--- config.mk ---
export PLATFORM = sky130hd
export DESIGN_NAME = id_stage_pipe
export DESIGN_NICKNAME = d
export VERILOG_FILES = /design/src/rtl/id_stage_pipe.sv
export SDC_FILE = /design/constraint.sdc
export NUM_CORES = 2
export LEC_CHECK = 0
export BUFFER_PORTS_ARGS = -buffer_cell sky130_fd_sc_hd__buf_2
export CAP_MARGIN = 20
export CORE_ASPECT_RATIO = 0.7
export CORE_MARGIN = 2
export CORE_UTILIZATION = 60
export CTS_CLUSTER_DIAMETER = 120
export DETAILED_ROUTE_END_ITERATION = 10
export PLACE_DENSITY_LB_ADDON = 0.15
export SYNTH_ARGS = -nofsm -noshare
export SYNTH_HDL_FRONTEND = slang
export SYNTH_SLANG_ARGS = --single-unit
--- constraint.sdc ---
create_clock -name clk -period 2.3 [get_ports clk]
set_input_delay 0.345 -clock clk [delete_from_list [all_inputs] [get_ports clk]]
set_output_delay 0.345 -clock clk [all_outputs]
set_load 0.02 [all_outputs]
--- src/rtl/id_stage_pipe.sv ---
// id_stage_pipe: MIPS-style decode stage with register file, operand read,
// control decode and a registered ID/EX latch behind a valid/ready handshake.
// Handles load-use interlock, flush, and WB bypass at capture and while holding.
// Optional feature: define ID_STALL_CNT_EN to add stall_cnt / bubble_cnt.
module id_stage_pipe #(
  parameter int XLEN     = 32,
  parameter int REG_NUM  = 32,
  parameter int ZERO_REG = 1
) (
  input  logic            clk,
  input  logic            rst,
  input  logic            in_valid,
  output logic            in_ready,
  input  logic [31:0]     ins,
  input  logic [XLEN-1:0] npc_i,
  input  logic            wb_en,
  input  logic [4:0]      wb_reg,
  input  logic [XLEN-1:0] wb_data,
  input  logic            ex_mem_read,
  input  logic [4:0]      ex_dst_reg,
  input  logic            flush,
  output logic            out_valid,
  input  logic            out_ready,
  output logic [5:0]      op,
  output logic [5:0]      func,
  output logic [4:0]      rs,
  output logic [4:0]      rt,
  output logic [XLEN-1:0] data_a,
  output logic [XLEN-1:0] data_b,
  output logic [4:0]      data_write_reg,
  output logic [XLEN-1:0] simm,
  output logic [XLEN-1:0] zimm,
  output logic [25:0]     jpc,
  output logic [XLEN-1:0] npc_o,
  output logic            if_reg_write,
  output logic            if_mem_read,
  output logic            if_mem_write
`ifdef ID_STALL_CNT_EN
  ,
  output logic [31:0]     stall_cnt,
  output logic [31:0]     bubble_cnt
`endif
);

  localparam int AW = $clog2(REG_NUM);

  localparam logic [5:0] OP_RTYPE = 6'h00, OP_J    = 6'h02, OP_JAL  = 6'h03;
  localparam logic [5:0] OP_BEQ   = 6'h04, OP_BNE  = 6'h05, OP_BGTZ = 6'h07;
  localparam logic [5:0] OP_ADDI  = 6'h08, OP_ADDIU = 6'h09, OP_ANDI = 6'h0C;
  localparam logic [5:0] OP_ORI   = 6'h0D, OP_XORI = 6'h0E, OP_LUI  = 6'h0F;
  localparam logic [5:0] OP_LB    = 6'h20, OP_LW   = 6'h23, OP_SB   = 6'h28;
  localparam logic [5:0] OP_SW    = 6'h2B;

  logic [XLEN-1:0] regs [REG_NUM];

  // A register index is writable if it exists and is not the hardwired zero.
  function automatic logic writable(input logic [4:0] f);
    return (int'(f) < REG_NUM) && !((ZERO_REG != 0) && (f == 5'd0));
  endfunction

  logic [4:0] rs_f, rt_f;
  logic       wb_write;
  logic       dec_rw, dec_mr, dec_mw, uses_rs, uses_rt, hazard, accept;
  logic [4:0] dec_dst;
  logic [XLEN-1:0] rd_a, rd_b, cap_a, cap_b;

  assign rs_f     = ins[25:21];
  assign rt_f     = ins[20:16];
  assign wb_write = wb_en && writable(wb_reg);

  // Control decode of the incoming instruction.
  always_comb begin
    // NOTE: every output of a combinational block gets a default first so no
    // path leaves it unassigned, which would otherwise infer a latch.
    dec_rw  = 1'b0;
    dec_mr  = 1'b0;
    dec_mw  = 1'b0;
    dec_dst = 5'd0;
    uses_rs = 1'b1;
    uses_rt = 1'b0;
    unique case (ins[31:26])
      OP_RTYPE: begin dec_rw = 1'b1; dec_dst = ins[15:11]; uses_rt = 1'b1; end
      OP_ADDI, OP_ADDIU, OP_ANDI, OP_ORI, OP_XORI: begin
        dec_rw = 1'b1; dec_dst = rt_f;
      end
      OP_LUI:       begin dec_rw = 1'b1; dec_dst = rt_f; uses_rs = 1'b0; end
      OP_LW, OP_LB: begin dec_rw = 1'b1; dec_mr = 1'b1; dec_dst = rt_f; end
      OP_SW, OP_SB: begin dec_mw = 1'b1; uses_rt = 1'b1; end
      OP_BEQ, OP_BNE: uses_rt = 1'b1;
      OP_J:         uses_rs = 1'b0;
      OP_JAL:       begin dec_rw = 1'b1; dec_dst = 5'd31; uses_rs = 1'b0; end
      default:      ;  // BGTZ and unknown opcodes: no side effects
    endcase
  end

  // Operand read with writeback bypass so a same-cycle write is seen.
  always_comb begin
    rd_a = writable(rs_f) ? regs[rs_f[AW-1:0]] : '0;
    rd_b = writable(rt_f) ? regs[rt_f[AW-1:0]] : '0;
    cap_a = (wb_write && wb_reg == rs_f) ? wb_data : rd_a;
    cap_b = (wb_write && wb_reg == rt_f) ? wb_data : rd_b;
  end

  assign hazard = in_valid && ex_mem_read && (ex_dst_reg != 5'd0) &&
                  ((uses_rs && ex_dst_reg == rs_f) || (uses_rt && ex_dst_reg == rt_f));
  assign in_ready = rst && (!out_valid || out_ready) && !hazard;
  assign accept   = in_valid && in_ready;

  // Register file write port; runs regardless of stall or flush.
  always_ff @(posedge clk or negedge rst) begin
    if (!rst) begin
      // NOTE: the register file is reset entry by entry because the stage
      // promises every register reads 0 after reset; this rules out a RAM macro.
      for (int i = 0; i < REG_NUM; i++) regs[i] <= '0;
    end else if (wb_write) begin
      // NOTE: sequential state is updated with non-blocking assignments only.
      regs[wb_reg[AW-1:0]] <= wb_data;
    end
  end

  // ID/EX latch: flush > accept > drain; holding latch tracks WB to rs/rt.
  always_ff @(posedge clk or negedge rst) begin
    if (!rst) begin
      out_valid <= 1'b0; op <= '0; func <= '0; rs <= '0; rt <= '0;
      data_a <= '0; data_b <= '0; data_write_reg <= '0; simm <= '0; zimm <= '0;
      jpc <= '0; npc_o <= '0; if_reg_write <= 1'b0; if_mem_read <= 1'b0;
      if_mem_write <= 1'b0;
    end else if (flush) begin
      out_valid <= 1'b0;
    end else if (accept) begin
      out_valid      <= 1'b1;
      op             <= ins[31:26];
      func           <= ins[5:0];
      rs             <= rs_f;
      rt             <= rt_f;
      data_a         <= cap_a;
      data_b         <= cap_b;
      data_write_reg <= dec_dst;
      simm           <= {{(XLEN-16){ins[15]}}, ins[15:0]};
      zimm           <= {{(XLEN-16){1'b0}}, ins[15:0]};
      jpc            <= ins[25:0];
      npc_o          <= npc_i;
      if_reg_write   <= dec_rw;
      if_mem_read    <= dec_mr;
      if_mem_write   <= dec_mw;
    end else if (out_ready) begin
      out_valid <= 1'b0;
    end else if (out_valid) begin
      if (wb_write && wb_reg == rs) data_a <= wb_data;
      if (wb_write && wb_reg == rt) data_b <= wb_data;
    end
  end

`ifdef ID_STALL_CNT_EN
  // Saturating stall and bubble counters.
  always_ff @(posedge clk or negedge rst) begin
    if (!rst) begin
      stall_cnt  <= '0;
      bubble_cnt <= '0;
    end else begin
      if (in_valid && !in_ready && stall_cnt != 32'hFFFF_FFFF) stall_cnt <= stall_cnt + 32'd1;
      if (hazard && bubble_cnt != 32'hFFFF_FFFF) bubble_cnt <= bubble_cnt + 32'd1;
    end
  end
`endif

endmodule

==> results.json <==
{
  "wl_per_cell_um": 34.2,
  "dieArea_um2": 105000,
  "crit_path_end_kind": "output pin",
  "synth_edf_count": 0,
  "maxCapViolCount": 0,
  "ant_nets": 0,
  "ys_types": 56,
  "setup_viol": 0,
  "routed_wl_um": 209000,
  "async_flop_share": 1.00,
  "clock_latency_ns": 0.73,
  "grt_pass1_vias": 43500,
  "vias": 43900,
  "finalCriticalPeriod_ns": 2.24,
  "rows": 98,
  "skew_ns": 0.0241,
  "top_level_ports": 331,
  "dr.pass1.iters": 6,
  "regMostFlops": "regs",
  "fmax_mhz": 447,
  "fin_cells": 6117,
  "drv_slew": 0,
  "worstSetupStartpointType": "primary input",
  "worstPathRequired_ns": 1.96,
  "synth_most_common_cell": "dfrtp_1",
  "min_from": "out_ready",
  "rsz0062_at_grt": "no",
  "vias_per_cell": 7.17,
  "ctsRootBufferMaster": "clkbuf_16",
  "crit_arrival_ns": 1.89,
  "grtUsageMet2": 0.558,
  "powerDensity_nw_per_um2": 860,
  "hold_violations": 0,
  "synth_area_leaders": "dfrtp_1, mux2_2, mux4_2, mux2i_1, clkbuf_1",
  "cts_tree": "yes",
  "synth_top_area_share": 0.474,
  "yosys_register_bits": 1161,
  "groute.usage.overall": 0.401,
  "ys_top_cells_by_count": "dfrtp_1, mux2_2, mux4_2",
  "syn_to_final_growth_pct": 17.4,
  "synth_ff_type": "dfrtp_1",
  "clk_pin_slew_worst_paths_ns": 0.06,
  "fill_cells": 6942,
  "ff2ff_setup_slack_ns": 0.11,
  "cts_buffer_depth": 3,
  "syn_avg_cell_area_um2": 14.3,
  "whs_ns": 0.0444,
  "synthCells": 4300,
  "grt-busiest-layer": "met1",
  "nNetsFinal": 4765,
  "met1_usage": 0.580,
  "gp_congestion": 0.937,
  "power.total_mw": 61.9,
  "worstMarginPinSlew_ns": 0.941,
  "port_buffers": 314,
  "met3_usage": 0.135,
  "grt_max_degree": 158,
  "hpwlAfterDp_um": 134000,
  "yosys_warnings": 0,
  "min_path_type": "primary input to flop",
  "critPathLaunch": "ins[28]",
  "critical_path_peak_fanout": 5,
  "largest_register_ffs": 1024,
  "maxSlewHeadroom": 0.373,
  "drt_iter0_drc": 5591,
  "die_w_um": 386,
  "drc": 0,
  "grt.overflow.total": 0,
  "rr_startpoint": "out_valid",
  "ctsHtreeMaxLevel": 3,
  "clock-sinks": 1161,
  "post-place-cells": 5836,
  "ys_seq_area_frac": 0.474,
  "core_area_um2": 102000,
  "fp.dieH_um": 271,
  "grt_pass1_wl_um": 304000,
  "p_leak_nw": 31.6,
  "antenna_found_initial": 18,
  "finalCritPeriodShare": 0.974,
  "synth_area_um2": 61300,
  "irDropWorstVdd_mv": 0.648,
  "crit_type": "primary input to output pin",
  "start_util": 0.603,
  "drive_above_1_share": 0.538,
  "yosysTopAreaCell": "dfrtp_1",
  "cts_buffers": 113,
  "status": "completed"
}
## metal layers
layer / routed length, um / part of all wire
met1: 83800 / 0.40
met2: 89300 / 0.43
met3: 26200 / 0.13
met4: 9840 / 0.047
met5: 119 / 0.00057
## metrics by stage
| stage | util | setup slack [ns] | setup TNS (ns) | cell area (um2) |
|---|---|---|---|---|
| 2_1_floorplan | - | -0.0188 | -0.217 | 61400 |
| 3_3_place_gp | 0.662 | -0.496 | -59.99 | 67300 |
| 3_5_place_dp | 0.662 | -0.475 | -56.52 | 67300 |
| 4_1_cts | 0.707 | 0.00612 | 0 | 71900 |
| 5_1_grt | 0.707 | 0.0253 | 0 | 71900 |
| 6_report | 0.708 | 0.0604 | 0 | 71900 |
## layout make-up
type / count / area, um2 / share of cell area
flip-flops and latches: 1161 / 29100 / 0.404
clock inverters: 52 / 684 / 0.00951
well taps: 1350 / 1690 / 0.0235
clock buffers: 161 / 3370 / 0.0469
repair buffers: 785 / 7160 / 0.0995
inverters: 2 / 7.51 / 0.000104
multi-input cells: 2589 / 29900 / 0.416
diodes: 17 / 42.5 / 0.000591
## layout by cell type (no fill, tap or decap), drive strengths merged, types with 3 or more instances in the layout
cell type	n
mux2i	232
nand3b	5
and2	3
nand4	27
a22oi	42
nand3	57
xor2	24
bufinv	15
o211ai	6
nor3	73
conb	16
dlygate4sd3	51
clkinv	26
or2	5
dfrtp	1161
o21ai	78
or3	4
diode	17
o22ai	22
mux4	419
mux2	1147
nor2b	9
clkbuf	161
or3b	4
a21oi	39
xnor2	7
a41oi	7
nor3b	6
a221oi	35
inv	4
a31oi	75
buf	734
o221ai	68
a211oi	23
nor2	31
nor4	3
a221o	24
clkinvlp	9
nand2	83
## kinds of logic (layout without fill, tap and decap cells)
| group | after synthesis | count (layout) | synth area share |
|---|---|---|---|
| other cells | 1 | 33 | 0.0000612 |
| simple gates | 317 | 317 | 0.0258 |
| compound gates | 427 | 427 | 0.0492 |
| xor+xnor | 31 | 31 | 0.00443 |
| mux | 1798 | 1798 | 0.403 |
| flops | 1161 | 1161 | 0.474 |
| buf+inv | 565 | 1000 | 0.0439 |
## repair_timing
| action | 4_1_cts | 5_1_grt |
|---|---|---|
| gates resized for setup | 7 | 3 |
| pin swaps | 1 | 2 |
| endpoints found under the hold margin | 144 | 0 |
| setup endpoints to repair | 1 | 1 |
| setup buffers | 1 | 0 |
| hold buffers | 51 | 0 |
## critical path: stages
cell      delay, ns
buf_2          0.13
and3_1         0.17
o211ai_1       0.50
nand3_1        0.21
a21oi_2        0.18
buf_4          0.13
a21oi_1        0.06
buf_4          0.15
## final timing paths
check / to / cells past startpoint
min in group asynchronous: regs[155] / 3
setup / recovery: in_ready / 8
max in group asynchronous: regs[291] / 5
setup reg to reg: data_a[14] / 7
hold reg to reg: regs[1002] / 0
hold / removal: out_valid / 4
## report_power, final
group          internal, mW  switching (mW)  leakage, nW
clock                  11.9            8.50         1.99
combinational          7.67            6.21         14.9
sequential             24.3            3.31         14.7
total                  43.9            18.0         31.6
No activity file was read; power rests on OpenSTA's default activity.
